`src/rtl/lcd_char_write_ctrl.sv`:
```
// HD44780-style character LCD writer: power-up wait, init commands, then a
// continuously refreshed 16+4 character frame fetched from a 1-cycle-latency ROM.
module lcd_char_write_ctrl #(
    parameter int T_EN         = 4,
    parameter int PWR_WAIT     = 16,
    parameter int CLR_WAIT     = 32,
    parameter int REFRESH_WAIT = 64
) (
    input  logic       i_clk,
    input  logic       i_rst_n,
    input  logic [7:0] i_rom_data,
    output logic [4:0] o_rom_addr,
    output logic       o_lcd_rs,
    output logic       o_lcd_rw,
    output logic       o_lcd_en,
    output logic [7:0] o_lcd_data,
    output logic       o_init_done,
    output logic       o_frame_done
);

    typedef enum logic [3:0] {
        S_PWR, S_INIT, S_CLRW, S_ADDR1, S_FETCH, S_CHAR, S_ADDR2, S_FDONE, S_RWAIT
    } state_t;

    state_t      r_state;
    logic [15:0] r_cnt;
    logic [15:0] r_wcnt;
    logic [1:0]  r_step;
    logic [4:0]  r_index;
    logic [4:0]  r_rom_addr;
    logic        r_rs;
    logic        r_en;
    logic [7:0]  r_data;
    logic        r_init_done;
    logic        r_frame_done;

    logic [15:0] w_wcnt_inc;
    logic        w_wr_last;
    logic        w_en_next;
    logic [7:0]  w_next_cmd;

    // Write phase counter: setup, EN-high and hold each last T_EN cycles.
    assign w_wcnt_inc = r_wcnt + 16'd1;
    assign w_wr_last  = (r_wcnt == 16'(3 * T_EN - 1));
    assign w_en_next  = (w_wcnt_inc >= 16'(T_EN)) && (w_wcnt_inc < 16'(2 * T_EN));

    always_comb begin
        w_next_cmd = 8'h01;
        case (r_step)
            2'd0:    w_next_cmd = 8'h0C;
            2'd1:    w_next_cmd = 8'h06;
            default: w_next_cmd = 8'h01;
        endcase
    end

    always_ff @(posedge i_clk or negedge i_rst_n) begin
        if (!i_rst_n) begin
            r_state      <= S_PWR;
            r_cnt        <= 16'd0;
            r_wcnt       <= 16'd0;
            r_step       <= 2'd0;
            r_index      <= 5'd0;
            r_rom_addr   <= 5'd0;
            r_rs         <= 1'b0;
            r_en         <= 1'b0;
            r_data       <= 8'h00;
            r_init_done  <= 1'b0;
            r_frame_done <= 1'b0;
        end else begin
            r_frame_done <= 1'b0;
            case (r_state)
                S_PWR: begin
                    if (r_cnt == 16'(PWR_WAIT - 1)) begin
                        r_rs    <= 1'b0;
                        r_data  <= 8'h38;
                        r_wcnt  <= 16'd0;
                        r_en    <= 1'b0;
                        r_step  <= 2'd0;
                        r_state <= S_INIT;
                    end else begin
                        r_cnt <= r_cnt + 16'd1;
                    end
                end
                S_INIT: begin
                    if (!w_wr_last) begin
                        r_wcnt <= w_wcnt_inc;
                        r_en   <= w_en_next;
                    end else if (r_step == 2'd3) begin
                        r_cnt   <= 16'd0;
                        r_state <= S_CLRW;
                    end else begin
                        r_step <= r_step + 2'd1;
                        r_data <= w_next_cmd;
                        r_wcnt <= 16'd0;
                        r_en   <= 1'b0;
                    end
                end
                S_CLRW: begin
                    if (r_cnt == 16'(CLR_WAIT - 1)) begin
                        r_init_done <= 1'b1;
                        r_rs        <= 1'b0;
                        r_data      <= 8'h80;
                        r_wcnt      <= 16'd0;
                        r_en        <= 1'b0;
                        r_state     <= S_ADDR1;
                    end else begin
                        r_cnt <= r_cnt + 16'd1;
                    end
                end
                S_ADDR1: begin
                    if (!w_wr_last) begin
                        r_wcnt <= w_wcnt_inc;
                        r_en   <= w_en_next;
                    end else begin
                        r_index    <= 5'd0;
                        r_rom_addr <= 5'd0;
                        r_cnt      <= 16'd0;
                        r_state    <= S_FETCH;
                    end
                end
                // Cycle 0: address is on the bus; cycle 1: ROM output is valid.
                S_FETCH: begin
                    if (r_cnt == 16'd1) begin
                        r_rs    <= 1'b1;
                        r_data  <= i_rom_data;
                        r_wcnt  <= 16'd0;
                        r_en    <= 1'b0;
                        r_state <= S_CHAR;
                    end else begin
                        r_cnt <= r_cnt + 16'd1;
                    end
                end
                S_CHAR: begin
                    if (!w_wr_last) begin
                        r_wcnt <= w_wcnt_inc;
                        r_en   <= w_en_next;
                    end else if (r_index == 5'd15) begin
                        r_rs    <= 1'b0;
                        r_data  <= 8'hC0;
                        r_wcnt  <= 16'd0;
                        r_en    <= 1'b0;
                        r_state <= S_ADDR2;
                    end else if (r_index == 5'd19) begin
                        r_frame_done <= 1'b1;
                        r_state      <= S_FDONE;
                    end else begin
                        r_index    <= r_index + 5'd1;
                        r_rom_addr <= r_index + 5'd1;
                        r_cnt      <= 16'd0;
                        r_state    <= S_FETCH;
                    end
                end
                S_ADDR2: begin
                    if (!w_wr_last) begin
                        r_wcnt <= w_wcnt_inc;
                        r_en   <= w_en_next;
                    end else begin
                        r_index    <= 5'd16;
                        r_rom_addr <= 5'd16;
                        r_cnt      <= 16'd0;
                        r_state    <= S_FETCH;
                    end
                end
                S_FDONE: begin
                    if (REFRESH_WAIT == 0) begin
                        r_rs    <= 1'b0;
                        r_data  <= 8'h80;
                        r_wcnt  <= 16'd0;
                        r_en    <= 1'b0;
                        r_state <= S_ADDR1;
                    end else begin
                        r_cnt   <= 16'd0;
                        r_state <= S_RWAIT;
                    end
                end
                S_RWAIT: begin
                    if (r_cnt == 16'(REFRESH_WAIT - 1)) begin
                        r_rs    <= 1'b0;
                        r_data  <= 8'h80;
                        r_wcnt  <= 16'd0;
                        r_en    <= 1'b0;
                        r_state <= S_ADDR1;
                    end else begin
                        r_cnt <= r_cnt + 16'd1;
                    end
                end
                default: r_state <= S_PWR;
            endcase
        end
    end

    assign o_rom_addr   = r_rom_addr;
    assign o_lcd_rs     = r_rs;
    assign o_lcd_rw     = 1'b0;
    assign o_lcd_en     = r_en;
    assign o_lcd_data   = r_data;
    assign o_init_done  = r_init_done;
    assign o_frame_done = r_frame_done;

endmodule
```
`config.mk`:
```
export PLATFORM = sky130hd
export DESIGN_NAME = lcd_char_write_ctrl
export DESIGN_NICKNAME = d
export VERILOG_FILES = /design/src/rtl/lcd_char_write_ctrl.sv
export SDC_FILE = /design/constraint.sdc
export NUM_CORES = 1
export LEC_CHECK = 0
export BUFFER_PORTS_ARGS = -buffer_cell sky130_fd_sc_hd__buf_2
export CORE_UTILIZATION = 30
export CTS_CLUSTER_SIZE = 8
export DETAILED_ROUTE_END_ITERATION = 12
export PLACE_DENSITY = 0.53
export SETUP_SLACK_MARGIN = 0.4
export SLEW_MARGIN = 20
export SYNTH_ARGS = -nofsm -noshare
export SYNTH_HDL_FRONTEND = slang
export SYNTH_SLANG_ARGS = --single-unit
```
`constraint.sdc`:
```
create_clock -name i_clk -period 6.5 [get_ports i_clk]
set_input_delay 0.975 -clock i_clk [delete_from_list [all_inputs] [get_ports i_clk]]
set_output_delay 0.975 -clock i_clk [all_outputs]
set_load 0.02 [all_outputs]
```
==> impl_metrics.prom, run 1 <==
# TYPE chip_impl_metric gauge
chip_impl_metric{name="worst-slew-pin-transition",unit="ns"} 0.831
chip_impl_metric{name="row_count",unit=""} 40
chip_impl_metric{name="fin_tns_setup",unit="ns"} 0
chip_impl_metric{name="clock_tree.buffer_depth",unit=""} 2
chip_impl_metric{name="clkPwrFrac",unit="%"} 43.3
chip_impl_metric{name="antenna_violating_nets_post_route",unit=""} 0
chip_impl_metric{name="fin_nets",unit=""} 440
chip_impl_metric{name="cell_area_after_technology_mapping",unit="sq um"} 3790
chip_impl_metric{name="clkSinkCount",unit=""} 55
chip_impl_metric{name="post-route-period-util",unit="%"} 50.1
chip_impl_metric{name="area_growth_syn_to_layout",unit="%"} 9.56
chip_impl_metric{name="achievable-frequency",unit="MHz"} 307
chip_impl_metric{name="worst_clock_skew",unit="ns"} 0.00901
chip_impl_metric{name="min_path_cells",unit=""} 2
chip_impl_metric{name="grt_start_max_net_pins",unit=""} 56
chip_impl_metric{name="max_cap_viols",unit=""} 0
chip_impl_metric{name="final_hold_viol_count",unit=""} 0
chip_impl_metric{name="antennaDiodeCount",unit=""} 0
chip_impl_metric{name="dpl-instance-area",unit="sq um"} 4020
chip_impl_info{name="min-delay-start",value="o_init_done$_DFFE_PN0P_"} 1
chip_impl_metric{name="worst_skew_pair.late_latency",unit="ns"} 0.30
chip_impl_info{name="crit_path_start_kind",value="register"} 1
chip_impl_metric{name="first_iter_violations",unit=""} 113
chip_impl_metric{name="globalRouteOverflowTotal",unit=""} 0
chip_impl_metric{name="clk_transition_reported_paths",unit="ns"} 0.07
chip_impl_metric{name="grt_antenna_before_repair",unit=""} 0
chip_impl_metric{name="synth_top_cell_area_share",unit="%"} 36.3
chip_impl_metric{name="detailed_place_hpwl",unit="mm"} 6.00
chip_impl_metric{name="filler_cell_count",unit=""} 1259
chip_impl_metric{name="via_count",unit=""} 3131
chip_impl_metric{name="drive_above_1_share",unit="%"} 17.8
chip_impl_metric{name="cts_setup_buffers",unit=""} 0
chip_impl_metric{name="synthesis.instances",unit=""} 410
chip_impl_metric{name="post_cts_resized",unit=""} 0
chip_impl_info{name="synth_flop_cell",value="dfrtp_1"} 1
chip_impl_metric{name="setup_viol",unit=""} 0
chip_impl_info{name="synth_top_cells_by_area",value="dfrtp_1 (36%), nand2_1 (3.9%), ha_1 (3.3%), o21ai_0 (3.2%), nor2_1 (2.6%)"} 1
chip_impl_metric{name="synth.lib_cells_used.distinct",unit=""} 78
chip_impl_metric{name="critical_path.max_fanout",unit=""} 16
chip_impl_metric{name="cellPowerDensity",unit="nW/um^2"} 149
chip_impl_metric{name="timing.reg2reg.setup_slack",unit="ns"} 3.24
chip_impl_metric{name="worst_r2r_path_depth",unit=""} 9
chip_impl_info{name="timing.setup.critical_path_class",value="register to register"} 1
chip_impl_metric{name="synthesized_netlist_net_count",unit=""} 430
chip_impl_metric{name="die_height",unit="microns"} 114
chip_impl_metric{name="arrival",unit="ns"} 3.45
chip_impl_info{name="cts.root.buffer_cell",value="clkbuf_16"} 1
chip_impl_metric{name="remaining_routing_drc_violations",unit=""} 0
chip_impl_info{name="critical_path.startpoint",value="o_rom_addr[0]$_DFFE_PN0P_"} 1
chip_impl_metric{name="vias_per_cell",unit=""} 5.32
chip_impl_metric{name="synth_sequential_area_ratio",unit="%"} 36.3
chip_impl_metric{name="wl_per_instance",unit="microns"} 15.0
chip_impl_metric{name="internal-power",unit="W"} 0.000487
chip_impl_info{name="min-delay-path-class",value="register to register"} 1
chip_impl_metric{name="port-buffer-count",unit=""} 26
chip_impl_metric{name="power.share.combinational",unit="%"} 1.7
chip_impl_metric{name="worst_path_required",unit="ns"} 6.69
chip_impl_metric{name="io_pins",unit=""} 28
chip_impl_metric{name="slew_headroom",unit="%"} 44.6
chip_impl_metric{name="ys_seq_elements",unit=""} 55
chip_impl_metric{name="power.ir.vdd_worst",unit="uV"} 70.9
chip_impl_info{name="outcome",value="finished, final reports clean"} 1
chip_impl_metric{name="start_util",unit="%"} 31.2
chip_impl_metric{name="synthesis.area_per_instance",unit="sq um"} 9.26
chip_impl_metric{name="ctsHtreeMaxLevel",unit=""} 2
chip_impl_metric{name="cellLeakagePower",unit="nW"} 1.79
chip_impl_metric{name="total_switching_power",unit="W"} 0.000134
chip_impl_metric{name="final_design_area_no_fill",unit="sq um"} 4160
chip_impl_metric{name="die_w",unit="microns"} 114
chip_impl_metric{name="drv_slew",unit=""} 0
chip_impl_metric{name="cts-hold-fix-buffers",unit=""} 0
chip_impl_metric{name="sw_frac_of_total",unit="%"} 21.6
chip_impl_metric{name="power.sequential.fraction",unit="%"} 55.0
chip_impl_metric{name="gp_congestion",unit=""} 0.811
chip_impl_metric{name="finalWorstPathRequiredPeriod",unit="ns"} 3.26
chip_impl_metric{name="report.power.total",unit="W"} 0.000621
chip_impl_metric{name="asyncSetResetFlopFracSynth",unit="%"} 100
chip_impl_metric{name="grt_first_pass_wirelength",unit="mm"} 14.9
chip_impl_metric{name="detail_route.first_pass.iterations",unit=""} 5
chip_impl_info{name="synth_top_area_cell",value="dfrtp_1"} 1
chip_impl_info{name="crit_path_capture",value="r_cnt[3]$_DFFE_PN0P_"} 1
chip_impl_metric{name="groute.usage.overall",unit="%"} 14.3
chip_impl_info{name="critPathCaptureType",value="register"} 1
chip_impl_info{name="r2r-start",value="o_rom_addr[0]$_DFFE_PN0P_"} 1
chip_impl_metric{name="numCtsBuffers",unit=""} 5
chip_impl_metric{name="grt_pass1_vias",unit=""} 3065
chip_impl_info{name="grt_setup_unrepaired",value="no"} 1
chip_impl_info{name="cts_tree",value="built"} 1
chip_impl_info{name="critical_r2r_capture",value="r_cnt[3]$_DFFE_PN0P_"} 1
chip_impl_metric{name="core_region_area",unit="sq um"} 12200
chip_impl_metric{name="synth-edff-count",unit=""} 0
chip_impl_metric{name="route.final.wire_length",unit="mm"} 8.84
chip_impl_metric{name="yosysWarnings",unit=""} 0
chip_impl_metric{name="die-area",unit="sq um"} 13100
==> flip-flops by register name, indices dropped and copies added (netlist names) <==
name	cells
r_cnt	16
r_wcnt	16
o_lcd_data	8
o_rom_addr	5
r_state	4
r_step	2
o_frame_done	1
o_init_done	1
o_lcd_en	1
o_lcd_rs	1
==> through the flow <==
stage / hold WS [ns] / setup WS, ns / cells / utilization, %
2_1_floorplan: 0.470 / 3.83 / 410 / -
3_3_place_gp: 0.468 / 3.30 / 581 / 33.0
3_5_place_dp: 0.469 / 3.29 / 581 / 33.1
4_1_cts: 0.486 / 3.27 / 589 / 34.2
5_1_grt: 0.507 / 3.07 / 589 / 34.2
6_report: 0.477 / 3.24 / 589 / 34.2
==> power groups by stage <==
stage / clock network, W / logic, W / registers, W
4_1_cts: 0.000279 / 0.0000114 / 0.000342
3_3_place_gp: 0 / 0.0000110 / 0.000349
3_5_place_dp: 0 / 0.0000112 / 0.000349
5_1_grt: 0.000290 / 0.0000125 / 0.000342
6_report: 0.000269 / 0.0000104 / 0.000342
2_1_floorplan: 0 / 0.00000102 / 0.000349
==> cells by family after synthesis <==
logic type	count (synthesis)	synth area share, %
DFF	55	36.3
muxes	11	3.76
buffers and inverters	38	5.04
AOI/OAI and AO/OA	119	23.8
other	1	0.0988
adders and majority gates	10	3.30
and+or+nand+nor	170	26.4
xor gates and xnor gates	6	1.38
==> layer usage <==
| layer | track usage (%) | share of wire (%) |
|---|---|---|
| met1 | 18.9 | 49 |
| met4 | 4.76 | 1.7 |
| met5 | 0 | 0 |
| met2 | 23.7 | 47 |
| met3 | 2.44 | 2.7 |
==> placed cells by master, fill, tap and decap left out, types with 3 or more instances in the layout <==
master	count
a211o_1	3
a21o_1	6
a21oi_1	14
a31oi_1	15
a41oi_1	3
and2_1	4
and3_1	14
and4_1	4
buf_2	26
buf_4	3
clkbuf_16	5
dfrtp_1	55
ha_1	10
inv_1	11
mux2_4	6
mux2i_1	3
nand2_1	39
nand2b_1	5
nand3_1	18
nand4_1	8
nor2_1	26
nor2b_1	6
nor3_1	10
nor3_2	6
nor3b_1	3
nor4_1	4
nor4_2	5
o21ai_0	24
o21ai_1	5
o21ba_1	6
o22a_1	9
o22ai_1	3
o31ai_1	3
xnor2_1	4
==> cell usage after synthesis (8+ instances only) <==
library cell   n
a21oi_1       14
a31oi_1       15
and3_1        14
buf_2          9
clkbuf_1      10
dfrtp_1       55
ha_1          10
inv_1         11
nand2_1       39
nand3_1       18
nand4_1        8
nor2_1        26
nor3_1        10
o21ai_0       24
o22a_1         9
==> critical path: stages, from the launching register on <==
cell	delay, ns
dfrtp_1	0.42
ha_1	0.25
and3_1	0.20
ha_1	0.23
and2b_1	0.27
a211oi_2	0.09
o2bb2a_4	0.26
nor3_4	0.68
o31ai_4	0.37
a211o_1	0.37
==> how the worst min path moves through the flow <==
stage / to / slack (ns)
floorplan: r_wcnt[11]$_DFFE_PN0P_ / 0.47
global placement: o_init_done$_DFFE_PN0P_ / 0.47
detailed placement: o_init_done$_DFFE_PN0P_ / 0.47
CTS: o_init_done$_DFFE_PN0P_ / 0.49
global route: o_init_done$_DFFE_PN0P_ / 0.51
finish: o_init_done$_DFFE_PN0P_ / 0.48
==> area by class of cell <==
class,instances,area [sq um],area share [%]
Multi-Input combinational cell,317,2240,53.8
Sequential cell,55,1380,33.1
Tap cell,168,210,5.06
Timing Repair Buffer,29,153,3.67
Clock buffer,7,133,3.19
Inverter,12,45.0,1.08
Clock inverter,1,5.00,0.120
No activity file was read; power rests on OpenSTA's default activity.
==> run 2, diff against run 1 <==
Settings changed: ABC_AREA set to 1.
Clock period 6.5 ns to 3.2 ns, I/O delays scaled along.
==> run 2 against run 1 <==
Setup slack lost 2.3 ns. Die area increased by 3.4%. Via count rose by 17%. Register-to-register slack got worse by 2.3 ns. Final cell count increased by 34%. Non-clock buffer count down 1. Sequential power increased by 100%. First-iteration DRC count up 30%.
==> impl_metrics.prom, run 2 <==
# TYPE chip_impl_metric gauge
chip_impl_metric{name="worst_r2r_path_depth",unit=""} 12
chip_impl_info{name="synth_top_cells_by_area",value="dfrtp_1 (35%), nand2_1 (20%), nor2_1 (9.4%), nand3_1 (8.2%), inv_1 (5.4%)"} 1
chip_impl_info{name="crit_path_start_kind",value="register"} 1
chip_impl_metric{name="detailed_place_hpwl",unit="mm"} 7.12
chip_impl_metric{name="asyncSetResetFlopFracSynth",unit="%"} 100
chip_impl_metric{name="sw_frac_of_total",unit="%"} 20.5
chip_impl_metric{name="timing.reg2reg.setup_slack",unit="ns"} 0.92
chip_impl_metric{name="power.sequential.fraction",unit="%"} 50.7
chip_impl_metric{name="io_pins",unit=""} 28
chip_impl_metric{name="vias_per_cell",unit=""} 4.64
chip_impl_metric{name="drv_slew",unit=""} 0
chip_impl_metric{name="cell_area_after_technology_mapping",unit="sq um"} 3930
chip_impl_metric{name="grt_pass1_vias",unit=""} 3451
chip_impl_metric{name="groute.usage.overall",unit="%"} 15.0
chip_impl_metric{name="globalRouteOverflowTotal",unit=""} 0
chip_impl_metric{name="ctsHtreeMaxLevel",unit=""} 2
chip_impl_metric{name="grt_start_max_net_pins",unit=""} 37
chip_impl_metric{name="fin_nets",unit=""} 639
chip_impl_metric{name="cellLeakagePower",unit="nW"} 2.27
chip_impl_metric{name="die_w",unit="microns"} 116
chip_impl_metric{name="grt_antenna_before_repair",unit=""} 0
chip_impl_metric{name="synthesis.area_per_instance",unit="sq um"} 6.59
chip_impl_metric{name="internal-power",unit="W"} 0.00109
chip_impl_info{name="critical_r2r_capture",value="r_cnt[11]$_DFFE_PN0P_"} 1
chip_impl_metric{name="yosysWarnings",unit=""} 0
chip_impl_info{name="cts.root.buffer_cell",value="clkbuf_16"} 1
chip_impl_info{name="critPathCaptureType",value="register"} 1
chip_impl_metric{name="cts-hold-fix-buffers",unit=""} 0
chip_impl_metric{name="worst-slew-pin-transition",unit="ns"} 0.887
chip_impl_metric{name="start_util",unit="%"} 31.0
chip_impl_metric{name="detail_route.first_pass.iterations",unit=""} 4
chip_impl_metric{name="clk_transition_reported_paths",unit="ns"} 0.07
chip_impl_metric{name="port-buffer-count",unit=""} 26
chip_impl_metric{name="cellPowerDensity",unit="nW/um^2"} 314
chip_impl_metric{name="worst_clock_skew",unit="ns"} 0.00562
chip_impl_info{name="timing.setup.critical_path_class",value="register to register"} 1
chip_impl_metric{name="worst_skew_pair.late_latency",unit="ns"} 0.30
chip_impl_metric{name="first_iter_violations",unit=""} 147
chip_impl_metric{name="placed_cells",unit=""} 784
chip_impl_metric{name="remaining_routing_drc_violations",unit=""} 0
chip_impl_metric{name="die-area",unit="sq um"} 13600
chip_impl_metric{name="via_count",unit=""} 3677
chip_impl_metric{name="clkPwrFrac",unit="%"} 47.7
chip_impl_metric{name="finalWorstPathRequiredPeriod",unit="ns"} 2.28
chip_impl_metric{name="achievable-frequency",unit="MHz"} 438
chip_impl_info{name="cts_tree",value="built"} 1
chip_impl_metric{name="arrival",unit="ns"} 2.52
chip_impl_metric{name="grt_first_pass_wirelength",unit="mm"} 16.1
chip_impl_info{name="r2r-start",value="o_rom_addr[0]$_DFFE_PN0P_"} 1
chip_impl_metric{name="synthesized_netlist_net_count",unit=""} 616
chip_impl_metric{name="synth-edff-count",unit=""} 0
chip_impl_metric{name="gp_congestion",unit=""} 0.865
chip_impl_metric{name="layout_setup_ws",unit="ns"} 0.919
chip_impl_metric{name="route.final.wire_length",unit="mm"} 9.54
chip_impl_metric{name="power.ir.vdd_worst",unit="uV"} 196
chip_impl_info{name="mostFrequentLayoutCell",value="nand2_1"} 1
chip_impl_metric{name="numCtsBuffers",unit=""} 5
chip_impl_metric{name="clkSinkCount",unit=""} 55
chip_impl_metric{name="post-route-period-util",unit="%"} 71.3
chip_impl_metric{name="cts_setup_buffers",unit=""} 0
chip_impl_metric{name="holdWs",unit="ns"} 0.305
chip_impl_metric{name="dp_slack",unit="ns"} 0.951
chip_impl_metric{name="layout.core_utilization",unit="%"} 34.5
chip_impl_metric{name="core_region_area",unit="sq um"} 12700
chip_impl_metric{name="worst_path_required",unit="ns"} 3.44
chip_impl_metric{name="area_growth_syn_to_layout",unit="%"} 11.2
chip_impl_metric{name="max_cap_viols",unit=""} 0
chip_impl_metric{name="die_height",unit="microns"} 116
chip_impl_info{name="synth_common_cells",value="nand2_1 (206), nor2_1 (98), nand3_1 (64), inv_1 (56), dfrtp_1 (55)"} 1
chip_impl_metric{name="ys_seq_elements",unit=""} 55
chip_impl_metric{name="power.share.combinational",unit="%"} 1.6
chip_impl_metric{name="total_switching_power",unit="W"} 0.000280
chip_impl_metric{name="layoutNonFillerInstCount",unit=""} 792
chip_impl_metric{name="final_hold_viol_count",unit=""} 0
chip_impl_metric{name="synth.lib_cells_used.distinct",unit=""} 29
chip_impl_info{name="min-delay-path-class",value="input port to async pin"} 1
chip_impl_metric{name="clock_tree.buffer_depth",unit=""} 2
chip_impl_info{name="final_cell_mix",value="nand2_1 (206), nor2_1 (98), nand3_1 (64)"} 1
chip_impl_info{name="synth_top_area_cell",value="dfrtp_1"} 1
chip_impl_metric{name="synth_sequential_area_ratio",unit="%"} 35.0
chip_impl_metric{name="filler_cell_count",unit=""} 1414
chip_impl_metric{name="synthesis.instances",unit=""} 596
chip_impl_info{name="synth_flop_cell",value="dfrtp_1"} 1
chip_impl_metric{name="row_count",unit=""} 41
chip_impl_info{name="outcome",value="finished, final reports clean"} 1
chip_impl_metric{name="antennaDiodeCount",unit=""} 0
chip_impl_metric{name="synth_top_cell_area_share",unit="%"} 35.0
chip_impl_metric{name="drive_above_1_share",unit="%"} 11.3
chip_impl_info{name="grt_setup_unrepaired",value="no"} 1
chip_impl_metric{name="setup_viol",unit=""} 0
chip_impl_metric{name="wl_per_instance",unit="microns"} 12.0
chip_impl_info{name="most_common_cell_in_the_netlist",value="nand2_1"} 1
chip_impl_metric{name="critical_path.max_fanout",unit=""} 9
chip_impl_metric{name="post_cts_resized",unit=""} 0
chip_impl_metric{name="antenna_violating_nets_post_route",unit=""} 0
chip_impl_metric{name="slew_headroom",unit="%"} 40.9
chip_impl_metric{name="fin_tns_setup",unit="ns"} 0
[run 2: stage by stage]
stage                     total power [W]  cell area (sq um)
after detailed placement         0.000732               4190
final                             0.00137               4370
after floorplan                  0.000711               3930
after CTS                         0.00139               4370
after global placement           0.000731               4190
after global routing              0.00142               4370
[run 2: how the worst max path moves through the flow]
stage / slack [ns] / cells past startpoint / endpoint / start
5_1_grt: 0.73 / 12 / o_lcd_data[3]$_DFFE_PN0P_ / r_cnt[0]$_DFFE_PN0P_
4_1_cts: 0.94 / 12 / r_cnt[12]$_DFFE_PN0P_ / o_rom_addr[0]$_DFFE_PN0P_
3_5_place_dp: 0.95 / 12 / r_cnt[10]$_DFFE_PN0P_ / o_rom_addr[0]$_DFFE_PN0P_
2_1_floorplan: 1.21 / 13 / r_cnt[4]$_DFFE_PN0P_ / o_rom_addr[0]$_DFFE_PN0P_
6_report: 0.92 / 12 / r_cnt[11]$_DFFE_PN0P_ / o_rom_addr[0]$_DFFE_PN0P_
3_3_place_gp: 0.98 / 12 / r_cnt[1]$_DFFE_PN0P_ / o_rom_addr[0]$_DFFE_PN0P_
[run 2: kinds of logic (layout without fill, tap and decap cells)]
group / Yosys count / count (layout) / synth area share (%)
XOR/XNOR: 17 / 17 / 3.79
other: 1 / 1 / 0.0955
buffers and inverters: 74 / 98 / 8.35
adder cells (fa/ha/maj): 10 / 10 / 3.19
flip-flops: 55 / 55 / 35.0
AO/OA/AOI/OAI: 24 / 24 / 3.82
AND/OR/NAND/NOR: 415 / 415 / 45.7
[run 2: area by class of cell]
class | count | area (sq um) | area share, %
multi-input combinational | 467 | 2220 | 50.9
sequential | 55 | 1380 | 31.5
inverter | 62 | 233 | 5.33
tap | 172 | 215 | 4.93
timing repair buffer | 28 | 145 | 3.32
clock buffer | 6 | 139 | 3.18
clock inverter | 2 | 35.0 | 0.802
[run 2: critical path, cell delays in order, from the launching register on]
cell	delay (ns)
dfrtp_1	0.43
ha_1	0.25
nand2_1	0.08
nor2_1	0.05
ha_1	0.18
inv_1	0.07
nand2_1	0.06
nand2_2	0.13
o211ai_1	0.15
nor2_2	0.39
buf_4	0.25
nand3_1	0.09
nand2_1	0.09
[run 2: power groups by stage]
stage	registers (W)	clock network [W]	logic (W)
2_1_floorplan	0.000708	0	0.00000247
3_5_place_dp	0.000708	0	0.0000237
3_3_place_gp	0.000708	0	0.0000233
6_report	0.000694	0.000653	0.0000221
5_1_grt	0.000694	0.000704	0.0000260
4_1_cts	0.000694	0.000676	0.0000238
[run 2: metal layers]
metal  part of all wire, %  vias to the layer above  global-route usage, %  routed length (microns)
met3                   2.5                       12                   2.34                      234
met4                   1.8                        0                   4.87                      167
li1                      -                     1908                      -                        -
met2                    49                       37                   26.2                     4630
met5                     0                        -                      0                        0
met1                    47                     1720                   18.9                     4510
==> run 3, diff against run 2 <==
Clock period 3.2 ns to 2.2 ns, I/O delays scaled along.
==> run 3 against run 2 <==
Cell area up 23%. Total power up 53%. Count of clock-buffer cells in the layout unchanged. Largest power group is now the clock network. Highest routed layer unchanged.
==> impl_metrics.prom, run 3 (synthesis gave the netlist of run 2 again) <==
# TYPE chip_impl_metric gauge
chip_impl_info{name="crit_path_start_kind",value="register"} 1
chip_impl_info{name="cts.root.buffer_cell",value="clkbuf_16"} 1
chip_impl_info{name="critPathCaptureType",value="register"} 1
chip_impl_info{name="crit_path_capture",value="o_lcd_data[5]$_DFFE_PN0P_"} 1
chip_impl_metric{name="dp_slack",unit="ns"} 0.143
chip_impl_metric{name="via_count",unit=""} 4020
chip_impl_metric{name="antennaDiodeCount",unit=""} 0
chip_impl_metric{name="gp_congestion",unit=""} 0.889
chip_impl_metric{name="worst_clock_skew",unit="ns"} 0.0130
chip_impl_metric{name="multi_input_comb_area",unit="sq um"} 2720
chip_impl_metric{name="core_region_area",unit="sq um"} 12700
chip_impl_metric{name="drv_slew",unit=""} 0
chip_impl_info{name="cts_tree",value="built"} 1
chip_impl_metric{name="worst_path_required",unit="ns"} 2.40
chip_impl_metric{name="timing.reg2reg.setup_slack",unit="ns"} 0.31
chip_impl_info{name="min-delay-path-class",value="input port to async pin"} 1
chip_impl_metric{name="remaining_routing_drc_violations",unit=""} 0
chip_impl_info{name="critical_r2r_capture",value="o_lcd_data[5]$_DFFE_PN0P_"} 1
chip_impl_metric{name="grt_first_pass_wirelength",unit="mm"} 18.1
chip_impl_metric{name="area_growth_syn_to_layout",unit="%"} 37.1
chip_impl_metric{name="final_hold_viol_count",unit=""} 0
chip_impl_metric{name="cellPowerDensity",unit="nW/um^2"} 389
chip_impl_metric{name="route.final.wire_length",unit="mm"} 11.5
chip_impl_metric{name="grt_antenna_before_repair",unit=""} 0
chip_impl_metric{name="numCtsBuffers",unit=""} 5
chip_impl_metric{name="cts-hold-fix-buffers",unit=""} 0
chip_impl_metric{name="max_cap_viols",unit=""} 0
chip_impl_metric{name="row_count",unit=""} 41
chip_impl_metric{name="finalWorstPathRequiredPeriod",unit="ns"} 1.89
chip_impl_metric{name="vias_per_cell",unit=""} 4.75
chip_impl_metric{name="arrival",unit="ns"} 2.10
chip_impl_metric{name="post-route-period-util",unit="%"} 86.1
chip_impl_metric{name="ctsHtreeMaxLevel",unit=""} 2
chip_impl_metric{name="clkSinkCount",unit=""} 55
chip_impl_metric{name="globalRouteOverflowTotal",unit=""} 0
chip_impl_metric{name="clock_tree.buffer_depth",unit=""} 2
chip_impl_metric{name="fin_nets",unit=""} 694
chip_impl_metric{name="die_height",unit="microns"} 116
chip_impl_info{name="grt_setup_unrepaired",value="yes"} 1
chip_impl_metric{name="worst-slew-pin-transition",unit="ns"} 0.705
chip_impl_metric{name="start_util",unit="%"} 31.0
chip_impl_metric{name="final-seq-area",unit="sq um"} 1390
chip_impl_metric{name="layout_setup_ws",unit="ns"} 0.306
chip_impl_metric{name="fin_tns_setup",unit="ns"} 0
chip_impl_metric{name="io_pins",unit=""} 28
chip_impl_metric{name="grt_start_max_net_pins",unit=""} 30
chip_impl_metric{name="detailed_place_hpwl",unit="mm"} 7.72
chip_impl_metric{name="holdWs",unit="ns"} 0.0668
chip_impl_metric{name="die_w",unit="microns"} 116
chip_impl_info{name="timing.setup.critical_path_class",value="register to register"} 1
chip_impl_metric{name="filler_cell_count",unit=""} 1308
chip_impl_info{name="critical_path.startpoint",value="r_cnt[1]$_DFFE_PN0P_"} 1
chip_impl_metric{name="worst_skew_pair.late_latency",unit="ns"} 0.31
chip_impl_metric{name="grt_pass1_vias",unit=""} 3814
chip_impl_metric{name="power.ir.vdd_worst",unit="uV"} 269
chip_impl_metric{name="drive_above_1_share",unit="%"} 32.4
chip_impl_info{name="r2r-start",value="r_cnt[1]$_DFFE_PN0P_"} 1
chip_impl_info{name="mostFrequentLayoutCell",value="nand2_1"} 1
chip_impl_metric{name="cellLeakagePower",unit="nW"} 2.61
chip_impl_metric{name="slew_headroom",unit="%"} 53.0
chip_impl_metric{name="layoutNonFillerInstCount",unit=""} 847
chip_impl_metric{name="first_iter_violations",unit=""} 199
chip_impl_info{name="final_cell_mix",value="nand2_1 (171), nor2_1 (82), inv_1 (51)"} 1
chip_impl_metric{name="port-buffer-count",unit=""} 26
chip_impl_metric{name="groute.usage.overall",unit="%"} 17.1
chip_impl_metric{name="critical_path.max_fanout",unit=""} 5
chip_impl_metric{name="antenna_violating_nets_post_route",unit=""} 0
chip_impl_metric{name="setup_viol",unit=""} 0
chip_impl_metric{name="achievable-frequency",unit="MHz"} 528
chip_impl_info{name="outcome",value="finished, final reports clean"} 1
chip_impl_metric{name="die-area",unit="sq um"} 13600
chip_impl_metric{name="worst_r2r_path_depth",unit=""} 14
chip_impl_metric{name="detail_route.first_pass.iterations",unit=""} 4
chip_impl_metric{name="wl_per_instance",unit="microns"} 13.6
chip_impl_metric{name="clk_transition_reported_paths",unit="ns"} 0.08
chip_impl_metric{name="placed_cells",unit=""} 795
-- run 3: changes by cell type in the layout (fill, tap and decap cells not counted), moves of 8 or more --
cell / previous run / this run
nand2_2: 9 / 37
nand2_1: 206 / 171
dfrtp_2: 0 / 8
nor2_1: 98 / 82
buf_4: 2 / 37
buf_6: 0 / 8
nand3_2: 0 / 20
nand3_1: 64 / 44
dfrtp_1: 55 / 47
nor2_2: 4 / 13
-- run 3: how the worst min path moves through the flow --
stage	cells after the start	slack, ns	to	start
3_5_place_dp	1	0.43	o_rom_addr[0]$_DFFE_PN0P_	i_rst_n
4_1_cts	1	0.10	r_wcnt[7]$_DFFE_PN0P_	i_rst_n
3_3_place_gp	1	0.43	o_rom_addr[4]$_DFFE_PN0P_	i_rst_n
2_1_floorplan	0	0.03	o_frame_done$_DFF_PN0_	i_rst_n
6_report	1	0.07	r_state[1]$_DFFE_PN0P_	i_rst_n
5_1_grt	1	0.12	r_state[1]$_DFFE_PN0P_	i_rst_n
-- run 3: area by class of cell --
class / count / area share [%]
sequential: 55 / 25.7
inverter: 62 / 4.37
multi-input combinational: 471 / 50.4
clock inverter: 2 / 1.12
timing repair buffer: 79 / 11.9
clock buffer: 6 / 2.39
tap: 172 / 4.00
-- run 3: per-layer routing --
layer  share of wire (%)  GRT usage, %
met5                   0             0
met2                  50          29.5
met3                 3.2          3.79
met1                  46          21.7
met4                 1.2          3.93
-- run 3: critical path, cell delays in order, from the launching register on --
cell	delay [ns]
dfrtp_2	0.42
ha_4	0.17
nand2_4	0.07
nor2_4	0.11
inv_2	0.05
nor2_2	0.10
nand2_1	0.09
nand2_2	0.10
nand2_4	0.07
nor2_4	0.18
buf_12	0.16
buf_6	0.10
nand3_2	0.05
nand2_1	0.06
inv_1	0.04
-- run 3: what timing repair did --
item,CTS,global route
resized for setup,40,97
buffers inserted,20,18
endpoints found under the setup margin,47,52
pin swaps,19,59
cloned,4,2
-- run 3: where the power goes --
| group | switching [W] | internal (W) | total, W |
|---|---|---|---|
| combinational | 0.0000264 | 0.00000938 | 0.0000358 |
| clock | 0.000397 | 0.000654 | 0.00105 |
| sequential | 0 | 0.00101 | 0.00101 |
-- run 3: stage by stage --
| stage | util, % | area (sq um) | power [W] |
|---|---|---|---|
| after global routing | 42.5 | 5380 | 0.00217 |
| final | 42.5 | 5380 | 0.00210 |
| after detailed placement | 33.9 | 4300 | 0.00107 |
| after global placement | 33.9 | 4300 | 0.00107 |
| after floorplan | - | 3950 | 0.00103 |
| after CTS | 38.1 | 4820 | 0.00213 |
